[config.mk]
export PLATFORM = sky130hd
export DESIGN_NAME = serial_subtractor
export DESIGN_NICKNAME = d
export VERILOG_FILES = /design/src/rtl/serial_subtractor.sv
export SDC_FILE = /design/constraint.sdc
export NUM_CORES = 1
export LEC_CHECK = 0
export BUFFER_PORTS_ARGS = -buffer_cell sky130_fd_sc_hd__buf_2
export CAP_MARGIN = 0
export CORE_UTILIZATION = 30
export CTS_BUF_LIST = sky130_fd_sc_hd__clkbuf_4
export DETAILED_ROUTE_END_ITERATION = 8
export REMOVE_ABC_BUFFERS = 1
export SKIP_CTS_REPAIR_TIMING = 1
export SKIP_LAST_GASP = 1
export SLEW_MARGIN = 25
export SYNTH_ARGS = -nofsm -noshare
export SYNTH_HDL_FRONTEND = slang
export SYNTH_SLANG_ARGS = --single-unit
[constraint.sdc]
create_clock -name clk -period 1.7 [get_ports clk]
set_input_delay 0.17 -clock clk [delete_from_list [all_inputs] [get_ports clk]]
set_output_delay 0.17 -clock clk [all_outputs]
set_load 0.02 [all_outputs]
[src/rtl/serial_subtractor.sv]
// serial_subtractor: bit-serial a - b - bin, LSB first, one full-subtractor cell.
// Optional signed-overflow output ovf is enabled by defining SERIAL_SUB_OVF_EN.
module serial_subtractor #(
   parameter int W = 8
) (
   input  logic         clk,
   input  logic         rst,
   input  logic         in_valid,
   output logic         in_ready,
   input  logic [W-1:0] a,
   input  logic [W-1:0] b,
   input  logic         bin,
   output logic         out_valid,
   input  logic         out_ready,
   output logic [W-1:0] diff,
   output logic         bout
`ifdef SERIAL_SUB_OVF_EN
   ,
   output logic         ovf
`endif
);

   localparam int CW = $clog2(W);

   typedef enum logic [1:0] {
      IDLE,
      SHIFT,
      DONE
   } state_t;

   state_t          state_q, state_d;
   logic [CW-1:0]   cnt_q, cnt_d;
   logic [W-1:0]    a_sh_q, a_sh_d;
   logic [W-1:0]    b_sh_q, b_sh_d;
   logic [W-1:0]    diff_q, diff_d;
   logic            br_q, br_d;
   logic            bout_q, bout_d;
   logic            in_ready_q, in_ready_d;
   logic            out_valid_q, out_valid_d;
   logic            d_bit;
   logic            br_nxt;
`ifdef SERIAL_SUB_OVF_EN
   logic            ovf_q, ovf_d;
   logic            a_msb_q, a_msb_d;
   logic            b_msb_q, b_msb_d;
`endif

   // full-subtractor cell on the current LSBs and the borrow flop
   always_comb begin
      d_bit  = a_sh_q[0] ^ b_sh_q[0] ^ br_q;
      br_nxt = (~a_sh_q[0] & b_sh_q[0])
             | (~(a_sh_q[0] ^ b_sh_q[0]) & br_q);
   end

   // next-state, datapath and registered handshake outputs
   always_comb begin
      state_d  = state_q;
      cnt_d    = cnt_q;
      a_sh_d   = a_sh_q;
      b_sh_d   = b_sh_q;
      diff_d   = diff_q;
      br_d     = br_q;
      bout_d   = bout_q;
`ifdef SERIAL_SUB_OVF_EN
      ovf_d    = ovf_q;
      a_msb_d  = a_msb_q;
      b_msb_d  = b_msb_q;
`endif
      unique case (state_q)
         IDLE: begin
            if (in_valid && in_ready_q) begin
               a_sh_d  = a;
               b_sh_d  = b;
               br_d    = bin;
               cnt_d   = '0;
               state_d = SHIFT;
`ifdef SERIAL_SUB_OVF_EN
               a_msb_d = a[W-1];
               b_msb_d = b[W-1];
`endif
            end
         end
         SHIFT: begin
            diff_d = {d_bit, diff_q[W-1:1]};
            a_sh_d = a_sh_q >> 1;
            b_sh_d = b_sh_q >> 1;
            br_d   = br_nxt;
            cnt_d  = cnt_q + CW'(1);
            if (cnt_q == CW'(W - 1)) begin
               bout_d  = br_nxt;
               state_d = DONE;
`ifdef SERIAL_SUB_OVF_EN
               ovf_d = (a_msb_q != b_msb_q) && (d_bit != a_msb_q);
`endif
            end
         end
         DONE: begin
            if (out_ready) begin
               state_d = IDLE;
            end
         end
         default: state_d = IDLE;
      endcase
      in_ready_d  = (state_d == IDLE);
      out_valid_d = (state_d == DONE);
   end

   // state and datapath registers, cleared asynchronously
   always_ff @(posedge clk or posedge rst) begin
      if (rst) begin
         state_q     <= IDLE;
         cnt_q       <= '0;
         a_sh_q      <= '0;
         b_sh_q      <= '0;
         diff_q      <= '0;
         br_q        <= 1'b0;
         bout_q      <= 1'b0;
         in_ready_q  <= 1'b1;
         out_valid_q <= 1'b0;
`ifdef SERIAL_SUB_OVF_EN
         ovf_q       <= 1'b0;
         a_msb_q     <= 1'b0;
         b_msb_q     <= 1'b0;
`endif
      end else begin
         state_q     <= state_d;
         cnt_q       <= cnt_d;
         a_sh_q      <= a_sh_d;
         b_sh_q      <= b_sh_d;
         diff_q      <= diff_d;
         br_q        <= br_d;
         bout_q      <= bout_d;
         in_ready_q  <= in_ready_d;
         out_valid_q <= out_valid_d;
`ifdef SERIAL_SUB_OVF_EN
         ovf_q       <= ovf_d;
         a_msb_q     <= a_msb_d;
         b_msb_q     <= b_msb_d;
`endif
      end
   end

   assign in_ready  = in_ready_q;
   assign out_valid = out_valid_q;
   assign diff      = diff_q;
   assign bout      = bout_q;
`ifdef SERIAL_SUB_OVF_EN
   assign ovf       = ovf_q;
`endif

endmodule

# After elaboration in Yosys (flattened, before gate mapping)

Index checks and enable logic that the tools add are counted.

Word-level logic and storage cells: 40
Bits in registers: 33
Output and inout bits: 11
Input bits: 21

Multiplexer cells: 12
Bitwise gates (word level): 7
Equal/unequal tests: 5
$add $sub $neg: 1
Reduce and logical (&&, ||, !) cells: 6

Operators by type and width:

| operator            | count |
|---|---|
| $pmux 8 s2          | 2 |
| $mux 8              | 2 |
| $mux 2              | 3 |
| $pmux 2 s3          | 1 |
| $pmux 3 s2          | 1 |
| $eq 2x2->1 const B  | 2 |
| $logic_not 2->1     | 2 |
| $reduce_and 2->1    | 2 |
| $add 3x1->3 const B | 1 |
| $eq 3x3->1 const B  | 1 |
| $mux 3              | 1 |
| $and 1x1->1         | 2 |
| $eq 2x1->1 const B  | 1 |
| $ne 2x2->1 const B  | 1 |
| $not 1->1           | 2 |
| $pmux 1 s2          | 1 |
| $reduce_bool 2->1   | 1 |
| $xor 1x1->1         | 2 |
| $logic_and 1x1->1   | 1 |
| $mux 1              | 1 |
| $or 1x1->1          | 1 |

# Longest topological paths before layout

Depth after elaboration: 5
Mapped depth: 6
Gate-level depth less buffers: 4

# Worst setup path before layout

Ideal clock, no wire load.

Path kind: register to register
Start: register in_ready_q (netlist: in_ready)
End: register a_sh_q[7]
Stages on the path, launching flop included: 5
Library setup time: 121 ps
Period minus slack after synthesis: 1,356 ps
Arrival time: 1,235 ps
Data required time: 1,579 ps
Buffers on the path: 1
Slack: 344 ps
Path through: dfstp_2 > a21oi_2 > or2_1 > buf_6 > a22o_1

Longest elaborated chain between the ends: 3

RTL lines:

| what                       | line | text |
|---|---|---|
| start, declared            | 38   | `logic in_ready_q, in_ready_d;` |
| start signal, assigned     | 133  | `in_ready_q <= in_ready_d;` |
| $logic_and 1x1->1          | 71   | `if (in_valid && in_ready_q) begin` |
| $ne 2x2->1 (no line)       | n/a  |  |
| $reduce_and 2->1 (no line) | n/a  |  |
| end signal, assigned       | 128  | `a_sh_q <= a_sh_d;` |
| end, declared              | 33   | `logic [W-1:0] a_sh_q, a_sh_d;` |

Every way passes these cells.
A chain may end at the register's enable or synchronous reset.

# Final worst setup path

Start: register in_ready_q (netlist: in_ready)
End: register b_sh_q[0]

Longest elaborated chain between the ends: 3

RTL lines:

| what                       | line | text |
|---|---|---|
| $logic_and 1x1->1          | 71   |  |
| $ne 2x2->1 (no line)       | n/a  |  |
| $reduce_and 2->1 (no line) | n/a  |  |
| end signal, assigned       | 129  | `b_sh_q <= b_sh_d;` |
| end, declared              | 34   | `logic [W-1:0] b_sh_q, b_sh_d;` |

Every way passes these cells.

==> impl_metrics.yaml <==
placed_design:
  globalplace.congestion: 0.707
  dp.cells: 215
  dpl_cell_area_mm2: 0.00160
  place_hpwl_um: 1840
  place_ws_ns: 0.283
  io_buffers: 31
pwr:
  internal-power_mw: 1.93
  p_sw_share_pct: 40.0
  ir_worst_vdd_mv: 0.542
  seqPwrFrac_pct: 43.1
  combinationalPowerShare_pct: 42.5
  powerDensity_mw_per_mm2: 1930
  p_sw_mw: 1.29
  p_leak_nw: 0.868
  pwr-share-clk_pct: 14.3
layout:
  fin_nets: 195
  drive_gt1_share_pct: 27.3
  syn_to_final_growth_pct: 19.7
  fin_area_mm2: 0.00167
  antenna_cells: 0
  stdcell_count: 224
global_route:
  grt_max_degree: 34
  antenna_found_initial: 0
  grt_pass1_vias: 1021
  grt-ovfl-total: 0
  grt_pass1_wl_um: 4640
  grt_use_total_pct: 12.2
logic_synthesis:
  synth_warnings: 0
  synth_seq_cells: 33
  yosysSeqAreaShare_pct: 59.3
  synth_top_area_cell: "dfrtp_1"
  ys_types: 23
  synth_cells: 135
  synth_area_mm2: 0.00139
  avgSynthCellArea_um2: 10.3
  synthTopCellsByArea: "dfrtp_1 57%, nand2_1 6.7%, o22ai_1 6.3%"
  yosysTopAreaCellShare_pct: 57.5
timing:
  setup_tns_ns: 0
  fmax_mhz: 700
  timing.slew.headroom_pct: 71.7
  finalMaxSlewViolations: 0
  finalHoldViolCount: 0
  whs_ns: 0.0743
  fin_ws_ns: 0.271
  min_period_ns: 1.43
  rsz0062_at_grt: "false"
  setup_viol: 0
  tightest_slew_ns: 0.424
  period_share_pct: 84.1
  skew_ns: 0.00541
critical_path:
  crit_type: "register to register"
  cp_data_arrival_time_ns: 1.68
  start_kind: "register"
  required_ns: 1.95
  endpoint_kind: "register"
  path_max_fanout: 11
detailed_routing:
  ant_nets: 0
  drc: 0
  vias_per_cell: 4.58
  vias: 1025
  wire_per_inst_um: 12.2
  routed_wl_um: 2720
  firstDrtPassIters: 4
  drt_iter0_markers: 72
floorplan:
  rows: 24
  initial_core_util_pct: 31.6
  pin_count: 32
  coreArea_mm2: 0.00441
  die-area_mm2: 0.00492
  fp.dieH_um: 70.2
  die_w_um: 70.2
clock_tree:
  path_clk_slew_ns: 0.10
  cts_buffers: 5
  clock_latency_ns: 0.32
  cts-root-buf: "clkbuf_4"
  htree_levels: 2
  cts_tree: "done"
  cts_max_path_buffers: 2
  clock-sinks: 33
outcome:
  status: "finished clean"
flow_run:
  drv_cap: 0
worst_hold_path:
  hold_path.class: "input port to register"
==> critical path, stage by stage, from the launching register on <==
cell	delay (ns)
dfstp_2	0.57
a21oi_2	0.07
or2_1	0.33
buf_4	0.23
a21oi_1	0.16
==> per-stage QoR <==
step	power, mW	util, %
after floorplan	2.32	-
after global placement	2.75	36.2
after detailed placement	2.78	36.2
after CTS	3.25	37.6
after global routing	3.49	37.8
final	3.22	37.8
==> sequential cells by signal (all words and copies together), names as in the netlist <==
name,flops
cnt_q,3
b_sh_q,8
bout,1
a_sh_q,8
diff,8
br_q,1
out_valid,1
state_q,2
in_ready,1
==> cells in the mapped netlist <==
| cell | n |
|---|---|
| a21oi_1 | 17 |
| a21oi_2 | 1 |
| a22o_1 | 6 |
| and2b_1 | 1 |
| buf_2 | 3 |
| buf_4 | 3 |
| buf_6 | 1 |
| clkbuf_2 | 1 |
| dfrtp_1 | 32 |
| dfstp_2 | 1 |
| fa_1 | 1 |
| ha_1 | 2 |
| inv_1 | 15 |
| mux2_2 | 1 |
| mux2i_1 | 1 |
| nand2_1 | 25 |
| nand2b_1 | 1 |
| nand4bb_1 | 1 |
| nor2_1 | 3 |
| nor3_1 | 1 |
| o21ai_0 | 3 |
| o22ai_1 | 14 |
| or2_1 | 1 |
==> path summary, 6_finish.rpt <==
check,start,to,slack [ns],cells past startpoint
worst min register to register,diff[0],diff[0],0.48,2
worst max register to register,in_ready,b_sh_q[0],0.27,4
min in group asynchronous,rst,a_sh_q[3],0.47,4
max in group asynchronous,rst,in_ready,0.90,4
worst min-delay path,a[7],a_sh_q[7],0.07,2
worst max-delay path,in_ready,b_sh_q[0],0.27,4
==> metal layers <==
layer / routed length [µm] / global-route usage, % / vias to the layer above
met1: 1350 / 15.9 / 474
met2: 1220 / 18.4 / 21
met3: 99 / 3.17 / 5
met5: 0 / 0 / -
met4: 52 / 6.67 / 0
li1: - / - / 525
==> power groups by stage <==
| stage | combinational [mW] | clock, mW | sequential, mW |
|---|---|---|---|
| 2_1_floorplan | 0.836 | 0 | 1.49 |
| 6_report | 1.37 | 0.460 | 1.39 |
| 5_1_grt | 1.57 | 0.494 | 1.43 |
| 3_3_place_gp | 1.36 | 0 | 1.39 |
| 3_5_place_dp | 1.38 | 0 | 1.41 |
| 4_1_cts | 1.38 | 0.477 | 1.39 |
==> cell usage in the layout, fill, tap and decap left out, types with 2 or more instances in the layout <==
master    Yosys  final
a21oi_1      17     17
a22o_1        6      6
buf_2         3     31
buf_4         3      5
clkbuf_4      0      8
dfrtp_1      32     32
ha_1          2      2
inv_1        15     15
nand2_1      25     25
nor2_1        3      3
o21ai_0       3      3
o22ai_1      14     14
==> cell families after synthesis <==
kind of cell	share of synthesized area [%]
and+or+nand+nor	10.1
AOI/OAI and AO/OA	17.9
adders and majority gates	3.23
buffers and inverters	7.90
DFF	59.3
muxes	1.53
==> area by class of cell <==
cell class / count / area [µm²]
Tap cell: 52 / 65.1
Sequential cell: 33 / 827
Fill cell: 476 / 2750
Timing Repair Buffer: 37 / 203
Clock buffer: 8 / 60.1
Multi-Input combinational cell: 79 / 457
Inverter: 15 / 56.3
No activity file was read; power rests on OpenSTA's default activity.
